## src/rtl/window_reg_mapper.sv

```systemverilog
// Windowed register-file address mapper: translates architectural registers to
// physical mux select / one-hot write enables and manages CWP/WIM with traps.
module window_reg_mapper #(
    parameter int NWIN = 4
) (
    input  logic                       clk,
    input  logic                       reset_n,
    input  logic [4:0]                 rs_addr,
    input  logic [4:0]                 rd_addr,
    input  logic                       wr_req,
    input  logic                       op_save,
    input  logic                       op_restore,
    input  logic                       cwp_we,
    input  logic [$clog2(NWIN)-1:0]    cwp_in,
    input  logic                       wim_we,
    input  logic [NWIN-1:0]            wim_in,
    output logic [$clog2(NWIN*16)-1:0] S,
    output logic                       rs_global,
    output logic [NWIN*16-1:0]         wr_en,
    output logic                       wr_global,
    output logic [2:0]                 gidx,
    output logic [$clog2(NWIN)-1:0]    cwp,
    output logic [NWIN-1:0]            wim,
    output logic                       trap_ovf,
    output logic                       trap_unf,
    output logic                       op_err
);
    localparam int NPHYS = NWIN * 16;
    localparam int CW    = $clog2(NWIN);
    localparam int PW    = $clog2(NPHYS);

    logic [CW-1:0]    r_cwp;
    logic [NWIN-1:0]  r_wim;
    logic [PW-1:0]    r_s;
    logic             r_rs_global;
    logic [NPHYS-1:0] r_wr_en;
    logic             r_wr_global;
    logic [2:0]       r_gidx;
    logic             r_trap_ovf;
    logic             r_trap_unf;
    logic             r_op_err;

    logic [CW-1:0]    w_cwp_dec;
    logic [CW-1:0]    w_cwp_inc;
    logic [CW-1:0]    w_cwp_next;
    logic             w_trap_ovf;
    logic             w_trap_unf;
    logic             w_op_err;
    logic             w_wr_block;
    logic             w_wr_global;
    logic             w_wr_win;
    logic [PW-1:0]    w_wr_idx;
    logic [NPHYS-1:0] w_wr_onehot;

    // Window w starts at w*16; ins (r24..31) of window w land on outs of w+1.
    function automatic logic [PW-1:0] phys_idx(input logic [CW-1:0] win, input logic [4:0] r);
        logic [PW:0] sum;
        sum = (PW+1)'(win) * (PW+1)'(16) + (PW+1)'(r) - (PW+1)'(8);
        if (sum >= (PW+1)'(NPHYS))
            sum = sum - (PW+1)'(NPHYS);
        return sum[PW-1:0];
    endfunction

    assign w_cwp_dec = (r_cwp == '0) ? CW'(NWIN - 1) : r_cwp - CW'(1);
    assign w_cwp_inc = (r_cwp == CW'(NWIN - 1)) ? '0 : r_cwp + CW'(1);

    always_comb begin
        // NOTE: every signal gets a default first so no path leaves it unassigned (no latch).
        w_cwp_next = r_cwp;
        w_trap_ovf = 1'b0;
        w_trap_unf = 1'b0;
        w_op_err   = 1'b0;
        w_wr_block = 1'b0;
        if (cwp_we) begin
            w_cwp_next = cwp_in;
        end else if (op_save && op_restore) begin
            w_op_err   = 1'b1;
            w_wr_block = 1'b1;
        end else if (op_save) begin
            if (r_wim[w_cwp_dec]) begin
                w_trap_ovf = 1'b1;
                w_wr_block = 1'b1;
            end else begin
                w_cwp_next = w_cwp_dec;
            end
        end else if (op_restore) begin
            if (r_wim[w_cwp_inc]) begin
                w_trap_unf = 1'b1;
                w_wr_block = 1'b1;
            end else begin
                w_cwp_next = w_cwp_inc;
            end
        end
    end

    // Destination translation follows the window this cycle's operation selects.
    assign w_wr_global = wr_req && !w_wr_block && (rd_addr != 5'd0) && (rd_addr < 5'd8);
    assign w_wr_win    = wr_req && !w_wr_block && (rd_addr >= 5'd8);
    assign w_wr_idx    = phys_idx(w_cwp_next, rd_addr);
    assign w_wr_onehot = w_wr_win ? (NPHYS'(1) << w_wr_idx) : '0;

    always_ff @(posedge clk or negedge reset_n) begin
        if (!reset_n) begin
            r_cwp       <= '0;
            r_wim       <= '0;
            r_s         <= '0;
            r_rs_global <= 1'b0;
            r_wr_en     <= '0;
            r_wr_global <= 1'b0;
            r_gidx      <= '0;
            r_trap_ovf  <= 1'b0;
            r_trap_unf  <= 1'b0;
            r_op_err    <= 1'b0;
        end else begin
            // NOTE: non-blocking so every register samples pre-edge values (old CWP/WIM).
            r_cwp       <= w_cwp_next;
            if (wim_we)
                r_wim <= wim_in;
            r_s         <= (rs_addr < 5'd8) ? '0 : phys_idx(r_cwp, rs_addr);
            r_rs_global <= (rs_addr < 5'd8);
            r_wr_en     <= w_wr_onehot;
            r_wr_global <= w_wr_global;
            r_gidx      <= w_wr_global ? rd_addr[2:0] : 3'd0;
            r_trap_ovf  <= w_trap_ovf;
            r_trap_unf  <= w_trap_unf;
            r_op_err    <= w_op_err;
        end
    end

    assign S         = r_s;
    assign rs_global = r_rs_global;
    assign wr_en     = r_wr_en;
    assign wr_global = r_wr_global;
    assign gidx      = r_gidx;
    assign cwp       = r_cwp;
    assign wim       = r_wim;
    assign trap_ovf  = r_trap_ovf;
    assign trap_unf  = r_trap_unf;
    assign op_err    = r_op_err;
endmodule

```

## config.mk

```make
export PLATFORM = sky130hd
export DESIGN_NAME = window_reg_mapper
export DESIGN_NICKNAME = d
export VERILOG_FILES = /design/src/rtl/window_reg_mapper.sv
export SDC_FILE = /design/constraint.sdc
export NUM_CORES = 1
export LEC_CHECK = 0
export CAP_MARGIN = 20
export CELL_PAD_IN_SITES_DETAIL_PLACEMENT = 1
export CELL_PAD_IN_SITES_GLOBAL_PLACEMENT = 2
export CORE_MARGIN = 2
export CORE_UTILIZATION = 29
export CTS_CLUSTER_DIAMETER = 50
export DETAILED_ROUTE_END_ITERATION = 8
export HOLD_SLACK_MARGIN = 0.02
export PLACE_DENSITY_LB_ADDON = 0.05
export SKIP_CTS_REPAIR_TIMING = 1
export SKIP_LAST_GASP = 1
export SLEW_MARGIN = 20
export SYNTH_ARGS = -nofsm -noshare
export SYNTH_HDL_FRONTEND = slang
export SYNTH_SLANG_ARGS = --single-unit
```

## constraint.sdc

```tcl
create_clock -name clk -period 4.7 [get_ports clk]
set_input_delay 0.705 -clock clk [delete_from_list [all_inputs] [get_ports clk]]
set_output_delay 0.705 -clock clk [all_outputs]
set_load 0.01 [all_outputs]
```

==> results.sh <==
export IMPL_hold_path_class="in -> async"
export IMPL_synth_edff_count=0
export IMPL_clk_pin_slew_ns=0.06
export IMPL_fillers=1252
export IMPL_synth_top_area_share_pct=62.20
export IMPL_dr_pass1_iters=4
export IMPL_antenna_found_initial=0
export IMPL_rows=39
export IMPL_cp_required_ns=4.89
export IMPL_cts_tree="yes"
export IMPL_avgSynthCellArea_um2=11.86
export IMPL_syn_inst=285
export IMPL_status="completed"
export IMPL_vias=2496
export IMPL_preCtsSetupSlack_ns=0.1730
export IMPL_port_buffers=106
export IMPL_grt_pass1_wl_um=13860
export IMPL_via_per_inst=4.665
export IMPL_setup_violations_final=0
export IMPL_period_share_pct=86.76
export IMPL_start_kind="input port"
export IMPL_setup_ws_ns=0.6222
export IMPL_cp_arrival_ns=4.27
export IMPL_post_route_drc_count=0
export IMPL_ys_async_sr_fraction_pct=100.0
export IMPL_p_total_mw=1.897
export IMPL_fin_nets=416
export IMPL_netlist_top_cells_area="dfrtp_1, nor4_1, nor2_1"
export IMPL_setup_tns_final_ns=0
export IMPL_synth_fp_nets=314
export IMPL_timing_rr_start="cwp[1]"
export IMPL_grt_overflow=0
export IMPL_cts_root_buf="clkbuf_16"
export IMPL_maxCapViolCount=0
export IMPL_holdWs_ns=0.4127
export IMPL_gp_congestion=0.7529
export IMPL_clock_skew_final_ns=0.007745
export IMPL_hpwlAfterDp_um=5977
export IMPL_placed_area_um2=4548
export IMPL_synth_cell_types=43
export IMPL_die_area_um2=12530
export IMPL_layout_common_cells="clkdlybuf4s50_1, dfrtp_1, nor2_1"
export IMPL_cts_sinks=84
export IMPL_muxShareOfSynthArea_pct=4.998
export IMPL_yosysSeqAreaShare_pct=62.20
export IMPL_worst_slew_pin_slew_ns=0.9197
export IMPL_wl_per_cell_um=16.23
export IMPL_antenna_cells=0
export IMPL_drt_wl_total_um=8682
export IMPL_synth_top_family_by_area="simple AND/OR/NAND/NOR gates"
export IMPL_netlist_top_cell_by_area="dfrtp_1"
export IMPL_switchingPower_mw=0.5210
export IMPL_combPwrFrac_pct=19.1
export IMPL_p_int_mw=1.376
export IMPL_grt_use_total_pct=14.38
export IMPL_reg2regPathDepth=14
export IMPL_reg2reg_to="wr_en[32]"
export IMPL_power_leakage_nw=2.092
export IMPL_drv_slew=0
export IMPL_power_share_sequential_pct=39.8
export IMPL_post_route_min_period_ns=4.078
export IMPL_cts_buffers=9
export IMPL_rrSetupSlack_ns=0.75
export IMPL_p_per_area_nw_per_um2=388.2
export IMPL_synth_simple_area_share_pct=19.66
export IMPL_timing_fmax_mhz=245.2
export IMPL_cp_end_kind="register"
export IMPL_synthAdderAreaFrac_pct=2.221
export IMPL_initial_core_util_pct=29.60
export IMPL_synth_top_flop_cell="dfrtp_1"
export IMPL_coreArea_um2=11420
export IMPL_worstPathMaxFanout=11
export IMPL_max_slew_margin_pct=38.42
export IMPL_ant_nets=0
export IMPL_clk_insertion_delay_late_ns=0.34
export IMPL_drive_above_1_share_pct=8.929
export IMPL_synth_xor_area_share_pct=2.666
export IMPL_design_area_um2=4886
export IMPL_die_w_um=112.0
export IMPL_drtIter0Drc=61
export IMPL_grt_max_degree=85
export IMPL_grt_pass1_vias=2607
export IMPL_hold_viol_final=0
export IMPL_io_pins=107
export IMPL_crit_type="in -> reg"
export IMPL_h_tree_depth=3
export IMPL_dieHeight_um=112.0
export IMPL_yosysWarningCount=0
export IMPL_rsz0062_at_grt="false"
export IMPL_synth_area_um2=3379
export IMPL_syn2layout_area_growth_pct=44.58
export IMPL_p_sw_share_pct=27.46
export IMPL_p_clk_share_pct=41.1
export IMPL_synth_compound_area_share_pct=4.036
export IMPL_final_common_cell="clkdlybuf4s50_1"
export IMPL_cts_buffer_depth=2
export IMPL_synth_ff_latch_count=84
export IMPL_irDropWorstVdd_mv=0.1369
[critical path: stages]
cell             delay, ns
clkdlybuf4s50_1       0.67
or3b_2                0.50
nand2_1               0.08
a21boi_0              0.11
nor3_1                0.27
o31ai_1               0.11
ha_1                  0.30
inv_1                 0.04
ha_1                  0.20
xnor2_1               0.59
nor3_1                0.14
mux2i_1               0.48
nor2_1                0.10
[layout make-up]
class                      instances  area [um^2]  share of cell area (%)
clock buffer                      10        239.0                   4.891
clock inverter                     6        95.09                   1.946
inverter                           9        33.78                  0.6914
multi-input combinational        172         1137                   23.28
sequential                        84         2102                   43.02
tap                              143        178.9                   3.662
timing repair buffer             111         1100                   22.51
[cells in the mapped netlist (4+ instances only)]
master,count
nand2b_1,4
nor3b_1,4
nand2_1,10
clkbuf_1,12
ha_1,6
mux2i_1,9
mux2_2,5
nor2_1,49
nor2b_1,8
dfrtp_1,84
nor3_1,6
nor4_1,32
inv_1,9
buf_6,4
[sequential cells by signal (all words and copies together), names as in the netlist]
register	count
trap_unf	1
cwp	2
wr_global	1
gidx	3
trap_ovf	1
S	6
wr_en	64
op_err	1
wim	4
rs_global	1
[cell families (layout without fill, tap and decap cells)]
logic type	after synthesis	in the layout
buf+inv	29	136
mux	15	15
compound gates	18	18
fa+ha+maj	6	6
xor+xnor	6	6
simple gates	127	127
flops	84	84
[how the worst max path moves through the flow]
stage               startpoint  cells past startpoint   endpoint
detailed placement     op_save                     12  wr_en[62]
global placement       op_save                     13  wr_en[52]
CTS                    op_save                     12  wr_en[62]
global route           op_save                     12  wr_en[62]
finish                 op_save                     13  wr_en[32]
floorplan               cwp[0]                     15  wr_en[15]
[metal layers]
metal,track usage [%],wire length (um)
met2,22.87,4193
met1,17.99,3735
met3,5.553,645
met4,5.122,107
met5,0,0
[per-stage QoR]
step	cells	util [%]
global placement	519	39.83
finish	535	42.79
detailed placement	519	39.83
CTS	535	42.76
floorplan	285	-
global route	535	42.79
[power groups by stage]
stage | Sequential [mW] | Combinational [mW] | Clock, mW
CTS | 0.755 | 0.368 | 0.799
global route | 0.757 | 0.400 | 0.833
floorplan | 0.780 | 0.235 | 0
detailed placement | 0.769 | 0.368 | 0
global placement | 0.769 | 0.362 | 0
finish | 0.755 | 0.363 | 0.779
Note: power is estimated with default switching activity, not from simulation.
